### src/rtl/led7seg_74hc595_rx_if.sv
// led7seg_74hc595_rx_if: 74HC595 serial link (sclk/rclk/dio) plus the receiver's decoded readback
// master: drives sclk, rclk, dio; observes latch_q, frame_valid, frame_err, digit_idx, seg_data, disp_flat
// slave: receives the link and drives the readback signals
interface led7seg_74hc595_rx_if #(
  parameter int NUM_DIGITS = 8
);
  logic sclk;
  logic rclk;
  logic dio;
  logic [15:0] latch_q;
  logic frame_valid;
  logic frame_err;
  logic [2:0] digit_idx;
  logic [7:0] seg_data;
  logic [NUM_DIGITS*8-1:0] disp_flat;
  modport master (
    output sclk, rclk, dio,
    input latch_q, frame_valid, frame_err, digit_idx, seg_data, disp_flat
  );
  modport slave (
    input sclk, rclk, dio,
    output latch_q, frame_valid, frame_err, digit_idx, seg_data, disp_flat
  );
endinterface

### src/rtl/led7seg_74hc595_rx.sv
// led7seg_74hc595_rx: oversampling receiver mirroring a two-chip 74HC595 chain, decoding latched frames into a digit buffer
// clk, rst (async, active-high); bus.slave: sclk/rclk/dio in, latch_q/frame_valid/frame_err/digit_idx/seg_data/disp_flat out
module led7seg_74hc595_rx #(
  parameter int SYNC_STAGES = 2,
  parameter int FRAME_BITS = 16,
  parameter int NUM_DIGITS = 8
) (
  input logic clk,
  input logic rst,
  led7seg_74hc595_rx_if.slave bus
);
  logic [SYNC_STAGES-1:0] sclk_sy, rclk_sy, dio_sy;
  logic sclk_p, rclk_p;
  logic [15:0] sr;
  logic [4:0] bit_cnt;
  logic sclk_r, rclk_r, dio_s, good;
  logic [2:0] idx;
  assign sclk_r = sclk_sy[SYNC_STAGES-1] & ~sclk_p;
  assign rclk_r = rclk_sy[SYNC_STAGES-1] & ~rclk_p;
  assign dio_s = dio_sy[SYNC_STAGES-1];
  always_comb begin
    idx = '0;
    for (int i = 0; i < 8; i++) idx = sr[i] ? 3'(i) : idx;
  end
  assign good = bit_cnt == 5'(FRAME_BITS) && $onehot(sr[7:0]) && 32'(idx) < NUM_DIGITS;
  always_ff @(posedge clk or posedge rst) begin
    if (rst) begin
      sclk_sy <= '0;
      rclk_sy <= '0;
      dio_sy <= '0;
      sclk_p <= 1'b0;
      rclk_p <= 1'b0;
      sr <= '0;
      bit_cnt <= '0;
      bus.latch_q <= '0;
      bus.frame_valid <= 1'b0;
      bus.frame_err <= 1'b0;
      bus.digit_idx <= '0;
      bus.seg_data <= '0;
      bus.disp_flat <= '0;
    end else begin
      sclk_sy <= {sclk_sy[SYNC_STAGES-2:0], bus.sclk};
      rclk_sy <= {rclk_sy[SYNC_STAGES-2:0], bus.rclk};
      dio_sy <= {dio_sy[SYNC_STAGES-2:0], bus.dio};
      sclk_p <= sclk_sy[SYNC_STAGES-1];
      rclk_p <= rclk_sy[SYNC_STAGES-1];
      bus.frame_valid <= rclk_r & good;
      bus.frame_err <= rclk_r & ~good;
      if (sclk_r) sr <= {sr[14:0], dio_s};
      if (rclk_r) begin
        // latch sees the pre-shift register; a coincident shift starts the next frame
        bus.latch_q <= sr;
        bit_cnt <= {4'b0, sclk_r};
        if (good) begin
          bus.digit_idx <= idx;
          bus.seg_data <= sr[15:8];
          bus.disp_flat[{idx, 3'b000} +: 8] <= sr[15:8];
        end
      end else if (sclk_r && bit_cnt != 5'd31) begin
        bit_cnt <= bit_cnt + 5'd1;
      end
    end
  end
endmodule

### src/flat_wrapper.sv
// flat-port wrapper written by rule: the top's interface ports become plain ports
module led7seg_74hc595_rx_flat 
#(
  parameter int SYNC_STAGES = 2,
  parameter int FRAME_BITS = 16,
  parameter int NUM_DIGITS = 8
)
  (clk, rst, bus_sclk, bus_rclk, bus_dio, bus_latch_q, bus_frame_valid, bus_frame_err, bus_digit_idx, bus_seg_data, bus_disp_flat);
  led7seg_74hc595_rx_if #(.NUM_DIGITS(NUM_DIGITS)) bus_i ();
  input logic clk;
  input logic rst;
  input wire logic [$bits(bus_i.sclk)-1:0] bus_sclk;
  input wire logic [$bits(bus_i.rclk)-1:0] bus_rclk;
  input wire logic [$bits(bus_i.dio)-1:0] bus_dio;
  output wire logic [$bits(bus_i.latch_q)-1:0] bus_latch_q;
  output wire logic [$bits(bus_i.frame_valid)-1:0] bus_frame_valid;
  output wire logic [$bits(bus_i.frame_err)-1:0] bus_frame_err;
  output wire logic [$bits(bus_i.digit_idx)-1:0] bus_digit_idx;
  output wire logic [$bits(bus_i.seg_data)-1:0] bus_seg_data;
  output wire logic [$bits(bus_i.disp_flat)-1:0] bus_disp_flat;
  assign bus_i.sclk = bus_sclk;
  assign bus_i.rclk = bus_rclk;
  assign bus_i.dio = bus_dio;
  assign bus_latch_q = bus_i.latch_q;
  assign bus_frame_valid = bus_i.frame_valid;
  assign bus_frame_err = bus_i.frame_err;
  assign bus_digit_idx = bus_i.digit_idx;
  assign bus_seg_data = bus_i.seg_data;
  assign bus_disp_flat = bus_i.disp_flat;
  led7seg_74hc595_rx #(.SYNC_STAGES(SYNC_STAGES), .FRAME_BITS(FRAME_BITS), .NUM_DIGITS(NUM_DIGITS)) u_core (.clk(clk), .rst(rst), .bus(bus_i));
endmodule
### config.mk
export PLATFORM = sky130hd
export DESIGN_NAME = led7seg_74hc595_rx_flat
export DESIGN_NICKNAME = d
export VERILOG_FILES = /design/src/rtl/led7seg_74hc595_rx_if.sv /design/src/rtl/led7seg_74hc595_rx.sv /design/src/flat_wrapper.sv
export SDC_FILE = /design/constraint.sdc
export NUM_CORES = 1
export LEC_CHECK = 0
export CAP_MARGIN = 20
export CELL_PAD_IN_SITES_DETAIL_PLACEMENT = 0
export CELL_PAD_IN_SITES_GLOBAL_PLACEMENT = 1
export CORE_MARGIN = 5
export CORE_UTILIZATION = 38
export DETAILED_ROUTE_END_ITERATION = 7
export PLACE_DENSITY_LB_ADDON = 0.1
export SYNTH_ARGS = -nofsm -noshare
export SYNTH_HDL_FRONTEND = slang
export SYNTH_SLANG_ARGS = --single-unit
export TNS_END_PERCENT = 10
### constraint.sdc
create_clock -name clk -period 4.1 [get_ports clk]
set_clock_uncertainty 0.15 [all_clocks]
set_input_delay 0.82 -clock clk [delete_from_list [all_inputs] [get_ports clk]]
set_output_delay 0.82 -clock clk [all_outputs]
set_load 0.03 [all_outputs]
# After elaboration in Yosys (flattened, before gate mapping)
# Cells that the tools add are included.
op_classes:
  n_addsub: 9
  eq_ne: 3
  shifts: 2
  muxes: 10
  bitwise: 7
  n_reduce_logical: 4
ops:
  columns: ["op", "count"]
  rows:
  - ["bitwise mux 64 bit", 1]
  - ["variable shift 8 x 8 -> 64 bit (first input constant)", 1]
  - ["indexed part select 8 x 8 -> 64 bit", 1]
  - ["two-way mux 3 bit", 6]
  - ["adder 4 bit", 3]
  - ["two-way mux 5 bit", 2]
  - ["adder 1 x 1 -> 2 bit", 4]
  - ["negator 6 -> 8 bit", 1]
  - ["adder 5 x 1 -> 5 bit (second input constant)", 1]
  - ["== test 5 bit (second input constant)", 1]
  - ["inequality test 5 bit (second input constant)", 1]
  - ["AND 1 bit", 4]
  - ["== test 4 x 1 -> 1 bit (second input constant)", 1]
  - ["inverter 1 bit", 3]
  - ["logical AND 1 bit", 2]
  - ["AND reduction 2 bit", 1]
  - ["nonzero test 2 bit", 1]
  - ["two-way mux 1 bit", 1]
totals:
  ff_bits: 122
  in_bits: 5
  out_inout_bits: 93

# Longest topological paths before layout
logic_depth:
  depth_word: 10
  ltp_mapped: 14
  depth_no_buf: 12

# Worst setup path before layout
# Ideal clock, no wire load.
synth_timing:
  kind: "reg2reg"
  startpoint: "register u_core.sr[6]"
  endpoint: "register u_core.bus.disp_flat[32]"
  setup_ns: 0.125
  t_arrival_ns: 3.804
  required_ns: 3.825
  setup_slack_ns: 0.021
  path_stages_with_launch: 13
  n_path_buf: 1
  synth_period_minus_slack_ns: 4.079
  cell_sequence: "dfrtp_1 -> ha_1 -> fa_1 -> inv_1 -> fa_1 -> inv_1 -> ha_1 -> fa_1 -> nor4b_4 -> nand2_1 -> or4b_1 -> buf_6 -> mux2_4"
synth_between:
  elab_chain_len: 6
synth_rtl:
  columns: ["element", "line_no", "source"]
  rows:
  - ["from (decl)", "led7seg_74hc595_rx.sv:14", "logic [15:0] sr;"]
  - ["from (signal assigned)", "led7seg_74hc595_rx.sv:49", "if (sclk_r) sr <= {sr[14:0], dio_s};"]
  - ["adder 1 x 1 -> 2 bit (not written as such)", "led7seg_74hc595_rx.sv:25", "assign good = bit_cnt == 5'(FRAME_BITS) && $onehot(sr[7:0]) && 32'(idx) < NUM_DIGITS;"]
  - ["adder 4 bit (not written as such) (2 in a row)", "led7seg_74hc595_rx.sv:25", null]
  - ["== test 4 x 1 -> 1 bit", "led7seg_74hc595_rx.sv:25", null]
  - ["logical AND 1 bit", "led7seg_74hc595_rx.sv:25", null]
  - ["AND reduction 2 bit (no source line)", null, null]
  - ["to (signal, indexed assignment)", "led7seg_74hc595_rx.sv:57", "bus.disp_flat[{idx, 3'b000} +: 8] <= sr[15:8];"]
  - ["to (decl)", "led7seg_74hc595_rx_if.sv:22", "output latch_q, frame_valid, frame_err, digit_idx, seg_data, disp_flat"]
# Parallel ways exist; a longest one is shown, timed or not.
# A chain may end at the register's enable or synchronous reset.

# Worst setup path in the final report
layout_timing:
  startpoint: "register u_core.sr[5]"
  endpoint: "register u_core.bus.disp_flat[34]"
layout_between:
  elab_chain_len: 6
layout_rtl:
  columns: ["element", "line_no"]
  rows:
  - ["adder 1 x 1 -> 2 bit (not written as such) / two-way mux 3 bit (equally long branches)", "led7seg_74hc595_rx.sv:25, led7seg_74hc595_rx.sv:23"]
  - ["adder 4 bit (not written as such) / two-way mux 3 bit (equally long branches) (2 in a row)", "led7seg_74hc595_rx.sv:25, led7seg_74hc595_rx.sv:23"]
  - ["== test 4 x 1 -> 1 bit / negator 6 -> 8 bit (equally long branches)", "led7seg_74hc595_rx.sv:25, led7seg_74hc595_rx.sv:57"]
  - ["logical AND 1 bit (tied with other cells)", "led7seg_74hc595_rx.sv:25"]
  - ["AND reduction 2 bit (no source line) / bitwise mux 64 bit (equally long branches)", null]
# Parallel ways exist; a longest one is shown, timed or not.

==> summary.txt <==
Global routing
  – Vias in the first global route: 3537
  – Gr usage total: 0.1598
  – Global route overflow: 0
  – First-pass GRT wire length: 19.64 mm
  – Largest net degree at the start of global routing: 63
  – Initial antenna violation count: 0

Clock tree
  – H-tree depth: 4
  – Reg clk slew, reported paths: 0.05 ns
  – CTS tree: done
  – Skew-Pair Late Insertion Delay: 0.42 ns
  – CTS Buffer Depth: 2
  – Num CTS Buffers: 17
  – Clock sink total: 122
  – Hold buffer count at cts: 0
  – Clock root buffer: clkbuf_16

STA
  – Relative slew slack: 0.3539
  – Final period utilization: 0.9690
  – Worst Slack Setup Final: 0.1273 ns
  – Worst-margin pin slew: 0.9691 ns
  – Endpoints failing setup: 0
  – Fin. Hold Viols: 0
  – Fin crit period: 3.973 ns
  – RSZ-0062 raised after global routing: false
  – FMAX: 0.2517 GHz
  – Final Max Slew Viols: 0

Drt
  – ANT nets after route: 0
  – Drt drc: 0
  – Starting DRC count in detailed routing: 156
  – Vias per cell: 4.677
  – Routed WL per cell: 17.07 microns
  – Routed via count: 3283
  – 1st-pass router iterations: 4
  – Routed WL: 11.98 mm

Floorplanning
  – Die X: 126.9 microns
  – CORE AREA: 13350 sq um
  – IO Count: 98
  – Starting Density: 0.3892
  – Row Count: 42
  – Die Ht: 126.9 microns
  – Die area: 16110 sq um

Power
  – Flop pwr share: 0.377
  – Sw frac: 0.3149
  – Pwr/cell area: 530.1 nW/um^2
  – Psw: 1203 uW
  – VDD IR max: 274.3 uV
  – Logic pwr share: 0.223
  – Internal power: 2618 uW
  – Leak: 0.003372 uW
  – Clock power share: 0.400

Yosys
  – Post-Syn Area: 5195 sq um
  – Syn nets: 415
  – Top FF cell, synth: dfrtp_1
  – Yosys warnings: 0
  – Ys async rst share: 1.000
  – EDFF count, synth: 0
  – Netlist cell types: 39
  – Avg Cell Area, Syn: 13.22 sq um
  – Synth Register Bits: 122
  – Seq/Total Area, Yosys: 0.5877
  – Cells after Synth: 393

Final layout
  – Area grow syn2layout: 38.75%
  – ANT cells: 0
  – Finished Layout Cells: 702
  – Fraction of layout cells with a size suffix above 1: 0.2985
  – Commonest non-fill, non-tap cells in the layout: dfrtp_1 (122), clkdlybuf4s50_1 (97), mux2_2 (66), nand2_1 (57), inv_1 (24)
  – Nets: 535
  – Fin util: 0.5400
  – Most common cell after layout, fill and taps aside: dfrtp_1

Hold path
  – HP Class: reg -> reg

Place
  – HPWL Detailed: 8.055 mm
  – Post-place setup slack: -0.1183 ns
  – IO buf count: 97
  – Placer Congestion: 0.7872
  – Inst Count DP: 666

Critical path
  – Arrival time at the worst endpoint: 4.11 ns
  – Crit Path Max Fanout: 8
  – Worst Path Class, Setup: reg -> reg
  – CP endpoint kind: register
  – Worst path required time: 4.24 ns
  – Worst setup SP type: register

Status
  – Outcome: complete, no violations

Flow run
  – Max_cap viols: 0
Yosys cell counts (2+ instances only):
master    count  share of area
buf_2         4         0.0039
ha_1         13          0.031
nand2_1      57          0.041
mux2_2       66           0.14
nor4b_4       2         0.0092
a21oi_1       3         0.0029
inv_1        27          0.020
dfrtp_1     122           0.59
mux2i_1       8          0.015
nor2b_1      10          0.012
clkbuf_1     16          0.012
xor2_1        2         0.0034
mux2_4        8          0.023
fa_1          4          0.015
o21ai_0      16          0.015
nor2_1        5         0.0036
nand2b_1      4         0.0048
or3b_2        2         0.0034
nor3_1        2         0.0019
a211oi_4      3          0.012
final timing paths:
kind	start	to	slack [ns]	cells past startpoint
worst min-delay path	u_core.sclk_sy[0]	u_core.sclk_sy[1]	0.19	0
min in group asynchronous	rst	u_core.bus.disp_flat[33]	0.75	2
worst min register to register	u_core.sclk_sy[0]	u_core.sclk_sy[1]	0.19	0
worst max register to register	u_core.sr[5]	u_core.bus.disp_flat[34]	0.13	13
max in group asynchronous	rst	u_core.bus.seg_data[5]	2.25	3
worst max-delay path	u_core.sr[5]	u_core.bus.disp_flat[34]	0.13	13
worst max-delay path, stage by stage (launching register included):
cell     delay [ns]
dfrtp_1        0.42
inv_2          0.08
ha_4           0.26
inv_1          0.05
fa_2           0.34
fa_1           0.50
inv_1          0.05
ha_2           0.16
fa_1           0.47
nor4b_4        0.28
nand2_1        0.12
or4b_4         0.50
buf_6          0.17
mux2_4         0.30
routing by layer:
| layer | share of wire | up-vias | GRT usage |
|---|---|---|---|
| met4 | 0.017 | 0 | 0.06814 |
| met2 | 0.46 | 73 | 0.2394 |
| met3 | 0.062 | 19 | 0.05759 |
| li1 | - | 1554 | - |
| met1 | 0.46 | 1637 | 0.2099 |
| met5 | 0 | - | 0 |
kinds of logic (layout without fill, tap and decap cells):
logic type	count (synthesis)	in the layout	share of synthesized area
compound gates	28	28	0.04673
xor+xnor	2	2	0.003372
fa+ha+maj	17	17	0.04673
buf+inv	48	181	0.03709
flops	122	122	0.5877
mux	82	82	0.1816
simple gates	94	94	0.09682
cell type report:
class	instances	area (sq um)
inverters	27	105.1
multi-input cells	223	1993
fillers	1182	6140
clock buffers	20	466.7
repair buffers	122	1224
flip-flops and latches	122	3053
clock inverters	12	146.4
well taps	176	220.2
sequential cells by signal, summed over array words and instances (netlist names):
| register | cells |
|---|---|
| u_core.sr | 16 |
| u_core.bus.frame_valid | 1 |
| u_core.dio_sy | 2 |
| u_core.sclk_sy | 2 |
| u_core.bus.frame_err | 1 |
| u_core.rclk_p | 1 |
| u_core.sclk_p | 1 |
| u_core.rclk_sy | 2 |
| u_core.bus.digit_idx | 3 |
| u_core.bus.disp_flat | 64 |
| u_core.bus.latch_q | 16 |
| u_core.bus.seg_data | 8 |
| u_core.bit_cnt | 5 |
metrics by stage:
step / power, uW / hold WS, ns / instance area [sq um] / setup TNS [ns]
floorplan: 1984 / 0.1812 / 5199 / 0
global placement: 2283 / 0.1818 / 6513 / -0.2494
detailed placement: 2297 / 0.1858 / 6513 / -2.110
CTS: 3868 / 0.1970 / 7179 / 0
global route: 4023 / 0.1978 / 7208 / 0
finish: 3821 / 0.1946 / 7208 / 0
timing repair:
action | CTS | global route
pin swaps | 9 | 4
gates resized for setup | 10 | 4
hold endpoints to repair | 0 | 0
setup endpoints to repair | 46 | 64
setup buffers | 4 | 0
power by group through the flow:
stage               Sequential [uW]  Clock, uW  Combinational [uW]
finish                         1440       1530                 853
detailed placement             1470          0                 831
floorplan                      1440          0                 544
global placement               1460          0                 821
global route                   1460       1610                 956
CTS                            1440       1560                 861
(Power assumes the default switching activity.)
